[config.mk]
export PLATFORM = sky130hd
export DESIGN_NAME = dmem_word_arbiter
export DESIGN_NICKNAME = d
export VERILOG_FILES = /design/src/rtl/dmem_word_arbiter.sv
export SDC_FILE = /design/constraint.sdc
export NUM_CORES = 1
export LEC_CHECK = 0
export BUFFER_PORTS_ARGS = -buffer_cell sky130_fd_sc_hd__buf_2
export CAP_MARGIN = 40
export CORE_UTILIZATION = 45
export CTS_CLUSTER_SIZE = 16
export DETAILED_ROUTE_END_ITERATION = 10
export HOLD_SLACK_MARGIN = 0.03
export MAX_ROUTING_LAYER = met4
export PLACE_DENSITY = 0.75
export SYNTH_ARGS = -nofsm -noshare
export SYNTH_HDL_FRONTEND = slang
export SYNTH_SLANG_ARGS = --single-unit
[constraint.sdc]
create_clock -name clk -period 4.2 [get_ports clk]
set_input_delay 0.63 -clock clk [delete_from_list [all_inputs] [get_ports clk]]
set_output_delay 0.63 -clock clk [all_outputs]
set_load 0.05 [all_outputs]
[src/rtl/dmem_word_arbiter.sv]
// dmem_word_arbiter: round-robin arbiter sequencing 32-bit CPU/ext word accesses as four big-endian byte accesses.
// Define DMEM_ARB_CPU_PRIO_EN for fixed CPU priority instead of round-robin.
module dmem_word_arbiter #(
  parameter int AW = 5
) (
  input  logic          clk,
  input  logic          rst,
  input  logic          cpu_req,
  input  logic          cpu_we,
  input  logic [AW-1:0] cpu_addr,
  input  logic [31:0]   cpu_wdata,
  output logic          cpu_gnt,
  output logic          cpu_done,
  output logic [31:0]   cpu_rdata,
  input  logic          ext_req,
  input  logic          ext_we,
  input  logic [AW-1:0] ext_addr,
  input  logic [31:0]   ext_wdata,
  output logic          ext_gnt,
  output logic          ext_done,
  output logic [31:0]   ext_rdata,
  output logic          mem_en,
  output logic          mem_we,
  output logic [AW-1:0] mem_addr,
  output logic [7:0]    mem_wdata,
  input  logic [7:0]    mem_rdata,
  output logic          busy
);
  typedef enum logic [1:0] {IDLE, XFER, FIN, DONE} state_t;
  state_t        state_q, state_d;
  logic [1:0]    k_q, k_d;
  logic          own_q, own_d, we_q, we_d, last_q, last_d, pick_ext;
  logic [AW-1:0] addr_q, addr_d;
  logic [31:0]   wdata_q, wdata_d, cpu_rd_q, cpu_rd_d, ext_rd_q, ext_rd_d;
  logic [23:0]   asm_q, asm_d;
  // own/last encoding: 0 = CPU, 1 = ext
`ifdef DMEM_ARB_CPU_PRIO_EN
  assign pick_ext = ext_req && !cpu_req;
`else
  assign pick_ext = ext_req && (!cpu_req || !last_q);
`endif
  always_comb begin
    state_d   = state_q;
    k_d       = k_q;
    own_d     = own_q;
    we_d      = we_q;
    addr_d    = addr_q;
    wdata_d   = wdata_q;
    asm_d     = asm_q;
    cpu_rd_d  = cpu_rd_q;
    ext_rd_d  = ext_rd_q;
    last_d    = last_q;
    mem_en    = 1'b0;
    mem_we    = 1'b0;
    mem_addr  = '0;
    mem_wdata = '0;
    if (state_q == IDLE && (cpu_req || ext_req)) begin
      state_d = XFER;
      k_d     = 2'd0;
      own_d   = pick_ext;
      last_d  = pick_ext;
      we_d    = pick_ext ? ext_we : cpu_we;
      addr_d  = pick_ext ? ext_addr : cpu_addr;
      wdata_d = pick_ext ? ext_wdata : cpu_wdata;
    end
    if (state_q == XFER) begin
      mem_en    = 1'b1;
      mem_we    = we_q;
      mem_addr  = addr_q + AW'(k_q);
      mem_wdata = wdata_q[8*(3-int'(k_q)) +: 8];
      // read data lags the strobe by one cycle, so byte k-1 arrives now
      if (!we_q && k_q != 2'd0) asm_d[8*(3-int'(k_q)) +: 8] = mem_rdata;
      k_d       = k_q + 2'd1;
      state_d   = (k_q == 2'd3) ? FIN : XFER;
    end
    if (state_q == FIN) begin
      if (!we_q && own_q) ext_rd_d = {asm_q, mem_rdata};
      if (!we_q && !own_q) cpu_rd_d = {asm_q, mem_rdata};
      state_d = DONE;
    end
    if (state_q == DONE) state_d = IDLE;
  end
  always_ff @(posedge clk) begin
    if (rst) begin
      state_q  <= IDLE;
      k_q      <= '0;
      own_q    <= 1'b0;
      we_q     <= 1'b0;
      addr_q   <= '0;
      wdata_q  <= '0;
      asm_q    <= '0;
      cpu_rd_q <= '0;
      ext_rd_q <= '0;
      last_q   <= 1'b1;
    end else begin
      state_q  <= state_d;
      k_q      <= k_d;
      own_q    <= own_d;
      we_q     <= we_d;
      addr_q   <= addr_d;
      wdata_q  <= wdata_d;
      asm_q    <= asm_d;
      cpu_rd_q <= cpu_rd_d;
      ext_rd_q <= ext_rd_d;
      last_q   <= last_d;
    end
  end
  assign cpu_gnt   = state_q == XFER && k_q == 2'd0 && !own_q;
  assign ext_gnt   = state_q == XFER && k_q == 2'd0 && own_q;
  assign cpu_done  = state_q == DONE && !own_q;
  assign ext_done  = state_q == DONE && own_q;
  assign cpu_rdata = cpu_rd_q;
  assign ext_rdata = ext_rd_q;
  assign busy      = state_q != IDLE;
endmodule

==> results of run 1 <==
==> worst max path at each step <==
stage	cells after the start	end	slack, ps	from
floorplan	5	mem_addr[4]	1080	k_q[1]
global placement	5	mem_addr[4]	1370	k_q[1]
detailed placement	5	mem_addr[4]	1310	k_q[1]
CTS	5	mem_addr[4]	860	k_q[1]
global route	5	mem_addr[4]	720	k_q[1]
finish	5	mem_addr[4]	850	k_q[1]
==> report_power, final <==
part	internal, mW	leakage, nW	switching [mW]
registers	1.30	1.07	0.0386
logic	0.137	1.82	0.212
clock network	0.961	0.283	0.527
total	2.40	3.18	0.777
==> per-stage QoR <==
| step | worst slack, ps | std cells | hold WS, ps | total power [mW] |
|---|---|---|---|---|
| floorplan | 1080 | 700 | 446 | 1.59 |
| global placement | 1370 | 995 | 439 | 1.70 |
| detailed placement | 1310 | 997 | 443 | 1.71 |
| CTS | 855 | 1029 | 404 | 3.19 |
| global route | 719 | 1029 | 406 | 3.29 |
| finish | 854 | 1029 | 416 | 3.17 |
==> per-layer routing <==
metal	routed length (µm)	vias to the layer above
met5	0	-
met4	213	0
met3	943	22
met2	7400	202
met1	6630	2493
li1	-	2660
==> cell families after synthesis <==
logic type / count (synthesis)
AO/OA/AOI/OAI: 156
flip-flops: 132
XOR/XNOR: 1
AND/OR/NAND/NOR: 306
buffers and inverters: 65
adder cells (fa/ha/maj): 8
multiplexers: 32
==> sequential cells by signal, indices dropped and copies added, names as in the netlist <==
signal and flops:
addr_q 5, own_q 1, k_q 2, asm_q 24, state_q 2, ext_rdata 32
cpu_rdata 32, last_q 1, we_q 1, wdata_q 32
==> layout by cell type, fill, tap and decap left out, types with 3 or more instances in the layout <==
master	count
nor2b_1	10
buf_4	11
mux4_2	8
mux2i_1	24
buf_2	170
inv_1	7
a311oi_1	38
nand2_1	236
o21ai_0	3
nand2b_1	25
clkbuf_1	4
and2_1	10
clkinvlp_4	3
ha_1	7
a21oi_1	109
nor2_1	7
clkbuf_16	17
clkinv_2	3
bufinv_16	3
dfxtp_1	132
==> layout make-up <==
type                    count  area, µm²
clock buffers              23        468
clock inverters             9        128
fillers                  1183       5270
inverters                   7       26.3
multi-input cells         503       2880
flip-flops and latches    132       2640
well taps                 172        215
repair buffers            183        988
==> summary.md, run 1 <==
| Metric | Value |
|---|---|
| Status | finished, final reports clean |
| Setup CP Type | reg -> out |
| CP delay by family, top | flip-flops |
| Max Freq | roughly 0.30 GHz |
| Routability cong. | 0.837 |
| Async S/R FF share, synth | 0% |
| Drt initial violations | between 400 and 500 |
| Netlist Area Pre-Place | roughly 5800 µm² |
| GRT busiest layer | met2 |
| Die Height | about 120 µm |
| Largest family of logic cells by synthesized area | simple AND/OR/NAND/NOR gates |
| Post-CTS setup buffer count | 0 |
| Final Hold Vio Count | 0 |
| Post-detail-place hpwl | ~10 mm |
| Measured slew at the worst slew-check pin | 796 ps |
| Post-DR wirelength/cell | roughly 15 µm |
| Post-DRT Antenna Nets | 0 |
| Io pins | ~170 |
| Reg2Reg Depth | 6 |
| DR vias/cell | around 5.2 |
| R2R Path Start | state_q[0] |
| Routed Wire Length | ~15 mm |
| H-tree depth | 4 |
| PD cells | ~430 nW/µm² |
| Crit-path max FO | 14 |
| Worst path cell trace | inv_1, fa_1, or3_1, a21oi_1, buf_2 |
| Main area contributors after synthesis | dfxtp_1, nand2_1, a21oi_1 |
| CTS tree | yes |
| CP startpoint kind | flip-flop |
| First-pass GRT wire length | roughly 25 mm |
| Most frequent cell after synthesis | nand2_1 |
| Diodes inserted | 0 |
| Overall global routing resource usage | about a quarter |
| DP Area | about 6800 µm² |
| Worst Path Required | ~3600 ps |
| Clk buf depth | 2 |
| Synth Register Bits | about 130 |
| Chip width | around 120 µm |
| Clock Latency Late Sink | roughly 420 ps |
| Setup TNS | 0 ps |
| Post-synth EDFFs | 0 |
| Compound-Gate Fraction of Synth Area | between 10% and 20% |
| Vias in the first global route | roughly 5,000 |
| Hold crit path type | in -> reg |
| Crit share post-route | around 80% |
| Fin area | 7350 µm² |
| Pleak | roughly 3.2 nW |
| Maxcap violations | 0 |
| Final Util | 58.2% |
| Kind of end point of the critical path | primary output |
| Hold path depth | 2 |
| Worst vdd ir | 0.268 mV |
| GR Util met3 | under 10% |
| Layout Nets | between 900 and 1,000 |
| HP Start | rst |
| CP max stage cell | dfxtp_1 |
| Synth cell count leaders | nand2_1, dfxtp_1, a21oi_1 |
| IO buf count | between 150 and 200 |
| Net count after synthesis | 796 |
| # hold bufs at CTS | 0 |
| Vias post-DR | around 5,400 |
| CP Data Arrival Time | roughly 2700 ps |
| CTS Sinks | approximately 130 |
| Synth area leader | dfxtp_1 |
| Count of final setup violators | 0 |
| Distinct cells, synth | 37 |
| Post-Synth Adder-Cell Area | around 1.9% |
| Yosys Warn Count | 0 |
| Slew Limit Fails | 0 |
| Met2 GRT Util | 39.8% |
| GRT overflow | 0 |
| Synth Area in Simple Gates | 23.4% |
| Crit path buf inv count | 2 |
| Area growth, synth to finish | 26.5% |
| Mean Syn Cell Area | between 8 and 9 µm² |
| Top FF cell, synth | dfxtp_1 |
| DIE AREA | roughly 13,000 µm² |
| Hold EP | ext_rdata[20] |
| Layout cells sized above 1 | between 20% and 30% |
| Synth top area share | between 40% and 50% |
| Initial Util | between 40 and 50% |
| Largest net degree at the start of global routing | 95 |
| R2r endpoint | wdata_q[26] |
| Mux share of post-synthesis cell area | 7.23% |
| Critical Path Max Stage Delay | a little over 700 ps |
| Post-synthesis cell count | 700 |
| Core Area | about 13,000 µm² |
| Slew headroom | a little under half |
| First drt pass iteration count | 7 |
| Share of the yosys chip area belonging to registers | a little under half |
| CTS root buf | clkbuf_16 |
| Post-CTS sizing | 0 |
| Skew final | roughly 8.5 ps |
| RSZ-0062 raised after global routing | false |
| CTS Buf Count | 17 |
| Clk slew on worst S/H paths | roughly 60 ps |
| Slack of the worst reg-to-reg path | 1720 ps |
| Global-route track usage on met1 | 29.8% |
| Core Rows | 41 |
| Fin crit period | about 3300 ps |
| Post-synthesis xor/xnor area fraction | less than 1% |
| Drt drc | 0 |
| Initial antenna violation count | 0 |
(Power assumes the default switching activity.)
==> run 2: changes to the inputs <==
- PLACE_DENSITY: 0.75 -> 0.78
- clock period: 4.2 -> 2.8 ns (I/O delays scaled with it)
==> run 2 against run 1 <==
Against the previous run: hold slack worse by 160 ps; sequential cell count unchanged; first-iteration DRC count decreased by 6.9%; clock-buffer cell count down 2; critical endpoint unchanged; highest routed layer unchanged.
==> summary.md, run 2 (synthesis results as in run 1) <==
| Metric | Value |
|---|---|
| Crit path buf inv count | 2 (unchanged) |
| Drt drc | 0 (unchanged) |
| Setup CP Type | reg -> out (unchanged) |
| Clock Latency Late Sink | 420 ps (about the same) |
| Worst path cell trace | ha_1, inv_1, fa_1, or3_1, a21oi_2, buf_2 (was inv_1, fa_1, or3_1, a21oi_1, buf_2) |
| Post-detail-place hpwl | 10.7 mm (was 10.3 mm) |
| Hold crit path type | in -> reg (unchanged) |
| Overall global routing resource usage | 24.9% (was 24.4%) |
| HP Start | cpu_wdata[12] (was rst) |
| Fin crit period | 2560 ps |
| PD cells | 642 nW/µm² (was 432 nW/µm²) |
| Skew final | 12.3 ps (was 8.51 ps) |
| First drt pass iteration count | 5 (was 7) |
| Status | finished, final reports clean (unchanged) |
| Non-Filler Instances | 1,031 (was 1,029) |
| CTS root buf | clkbuf_16 (unchanged) |
| IO buf count | 171 (unchanged) |
| R2R Path Start | k_q[0] (was state_q[0]) |
| Post-DR wirelength/cell | 15.1 µm (was 14.8 µm) |
| DR vias/cell | 5.20 (was 5.23) |
| Total power | 4.71 mW (was 3.17 mW) |
| Die Height | 116 µm (unchanged) |
| Worst Setup SP | k_q[0] (was k_q[1]) |
| Io pins | 172 (unchanged) |
| Pleak | 3.18 nW (about the same) |
| CP delay by family, top | adder cells (was flip-flops) |
| Post-DRT Antenna Nets | 0 (unchanged) |
| Crit-path max FO | 3 (was 14) |
| Reg2Reg Depth | 6 (unchanged) |
| Final Hold Vio Count | 0 (unchanged) |
| Routability cong. | 0.897 (was 0.837) |
| Commonest non-fill, non-tap cell in the layout | nand2_1 (unchanged) |
| Final Util | 58.1% (was 58.2%) |
| Post-CTS sizing | 0 (unchanged) |
| Inst Count DP | 999 (was 997) |
| Vias post-DR | 5,362 (was 5,377) |
| CTS Buf Count | 17 (unchanged) |
| H-tree depth | 4 (unchanged) |
| Maxcap violations | 0 (unchanged) |
| Critical Path Max Stage Delay | 410 ps (was 720 ps) |
| CP startpoint kind | flip-flop (unchanged) |
| CP Data Arrival Time | 2140 ps (was 2720 ps) |
| Slew Limit Fails | 0 (unchanged) |
| Setup TNS | 0 ps (unchanged) |
| DP Area | 6750 µm² (about the same) |
| Diodes inserted | 0 (unchanged) |
| Vias in the first global route | 4,943 (was 4,989) |
| Routed Wire Length | 15.5 mm (was 15.2 mm) |
| Clk buf depth | 2 (unchanged) |
| RSZ-0062 raised after global routing | false (unchanged) |
| Worst Path Required | 2380 ps (was 3570 ps) |
| Layout cells sized above 1 | 27.4% (was 26.8%) |
| Chip width | 116 µm (unchanged) |
| Crit share post-route | ~90% |
| Count of final setup violators | 0 (unchanged) |
| R2r endpoint | asm_q[8] (was wdata_q[26]) |
| CP max stage cell | fa_1 (was dfxtp_1) |
| Slack of the worst reg-to-reg path | 750 ps (was 1720 ps) |
| CTS Sinks | 132 (unchanged) |
| Leading cell types in the layout, fill and taps excluded | nand2_1, buf_2, dfxtp_1 (unchanged) |
| Levels on crit path | 6 (was 5) |
| DIE AREA | 13,400 µm² (unchanged) |
| Drt initial violations | 433 (was 465) |
| Kind of end point of the critical path | primary output (unchanged) |
| Max Freq | 0.391 GHz |
| Hold path depth | 3 (was 2) |
| Measured slew at the worst slew-check pin | 789 ps (was 796 ps) |
| Area growth, synth to finish | 26.3% (was 26.5%) |
| Core Area | 12,600 µm² (unchanged) |
| Slew headroom | 47.3% (was 46.9%) |
| Hold EP | wdata_q[12] (was ext_rdata[20]) |
| GRT overflow | 0 (unchanged) |
| First-pass GRT wire length | 24.6 mm (was 24.7 mm) |
| # hold bufs at CTS | 0 (unchanged) |
| Largest net degree at the start of global routing | 84 (was 95) |
| Post-CTS setup buffer count | 0 (unchanged) |
| Worst vdd ir | 0.342 mV (was 0.268 mV) |
| Clk slew on worst S/H paths | 60 ps (about the same) |
| Initial Util | 46.1% (unchanged) |
| Core Rows | 41 (unchanged) |
| CTS tree | yes (unchanged) |
| Fin area | 7340 µm² (was 7350 µm²) |
| Layout Nets | 942 (was 940) |
| Initial antenna violation count | 0 (unchanged) |
==> run 2: cell types whose count changed in the layout (fill, tap and decap cells not counted) <==
| cell | previous run | this run |
|---|---|---|
| a21oi_2 | 0 | 1 |
| buf_12 | 0 | 2 |
| clkbuf_1 | 4 | 2 |
| clkinv_4 | 0 | 3 |
| a21boi_2 | 0 | 1 |
| buf_4 | 11 | 13 |
| clkinv_2 | 3 | 2 |
| bufinv_16 | 3 | 2 |
| buf_16 | 2 | 0 |
| a21boi_4 | 1 | 0 |
| inv_6 | 0 | 1 |
| a21oi_1 | 109 | 108 |
==> run 2: worst register-to-register path: stages, from the launching register on <==
cell     delay (ps)
dfxtp_1         330
buf_4           260
inv_1           120
ha_1            340
nor4b_2         660
nand2_1         130
mux2i_1         140
==> run 2: worst max-delay path by stage <==
stage | to | slack, ps
after global placement | mem_addr[4] | 670
final | mem_addr[4] | 240
after CTS | mem_addr[4] | 220
after detailed placement | mem_addr[4] | 660
after floorplan | mem_addr[4] | 180
after global routing | mem_addr[4] | 110
==> run 2: routing by layer <==
| layer | global-route usage (%) | vias up | wire, µm |
|---|---|---|---|
| met5 | - | - | 0 |
| met4 | 11.0 | 0 | 410 |
| met3 | 5.81 | 30 | 861 |
| met2 | 40.3 | 197 | 7620 |
| met1 | 29.4 | 2460 | 6650 |
| li1 | - | 2675 | - |
==> run 2: per-stage QoR <==
step                setup WS, ps  hold slack, ps
floorplan                    180             446
global placement             671             439
detailed placement           663             444
CTS                          217             251
global route                 110             259
finish                       242             261
==> run 2: power breakdown <==
| group | total [mW] | leakage (nW) | switching (mW) | internal [mW] |
|---|---|---|---|---|
| logic | 0.528 | 1.82 | 0.322 | 0.206 |
| registers | 2.01 | 1.07 | 0.0615 | 1.95 |
| clock network | 2.18 | 0.280 | 0.817 | 1.36 |
==> run 2: cell type report <==
cell class / count / area, µm²
fill: 1184 / 5280
multi-input combinational: 503 / 2880
sequential: 132 / 2640
timing repair buffer: 185 / 988
clock buffer: 21 / 460
tap: 172 / 215
clock inverter: 11 / 128
inverter: 7 / 26.3
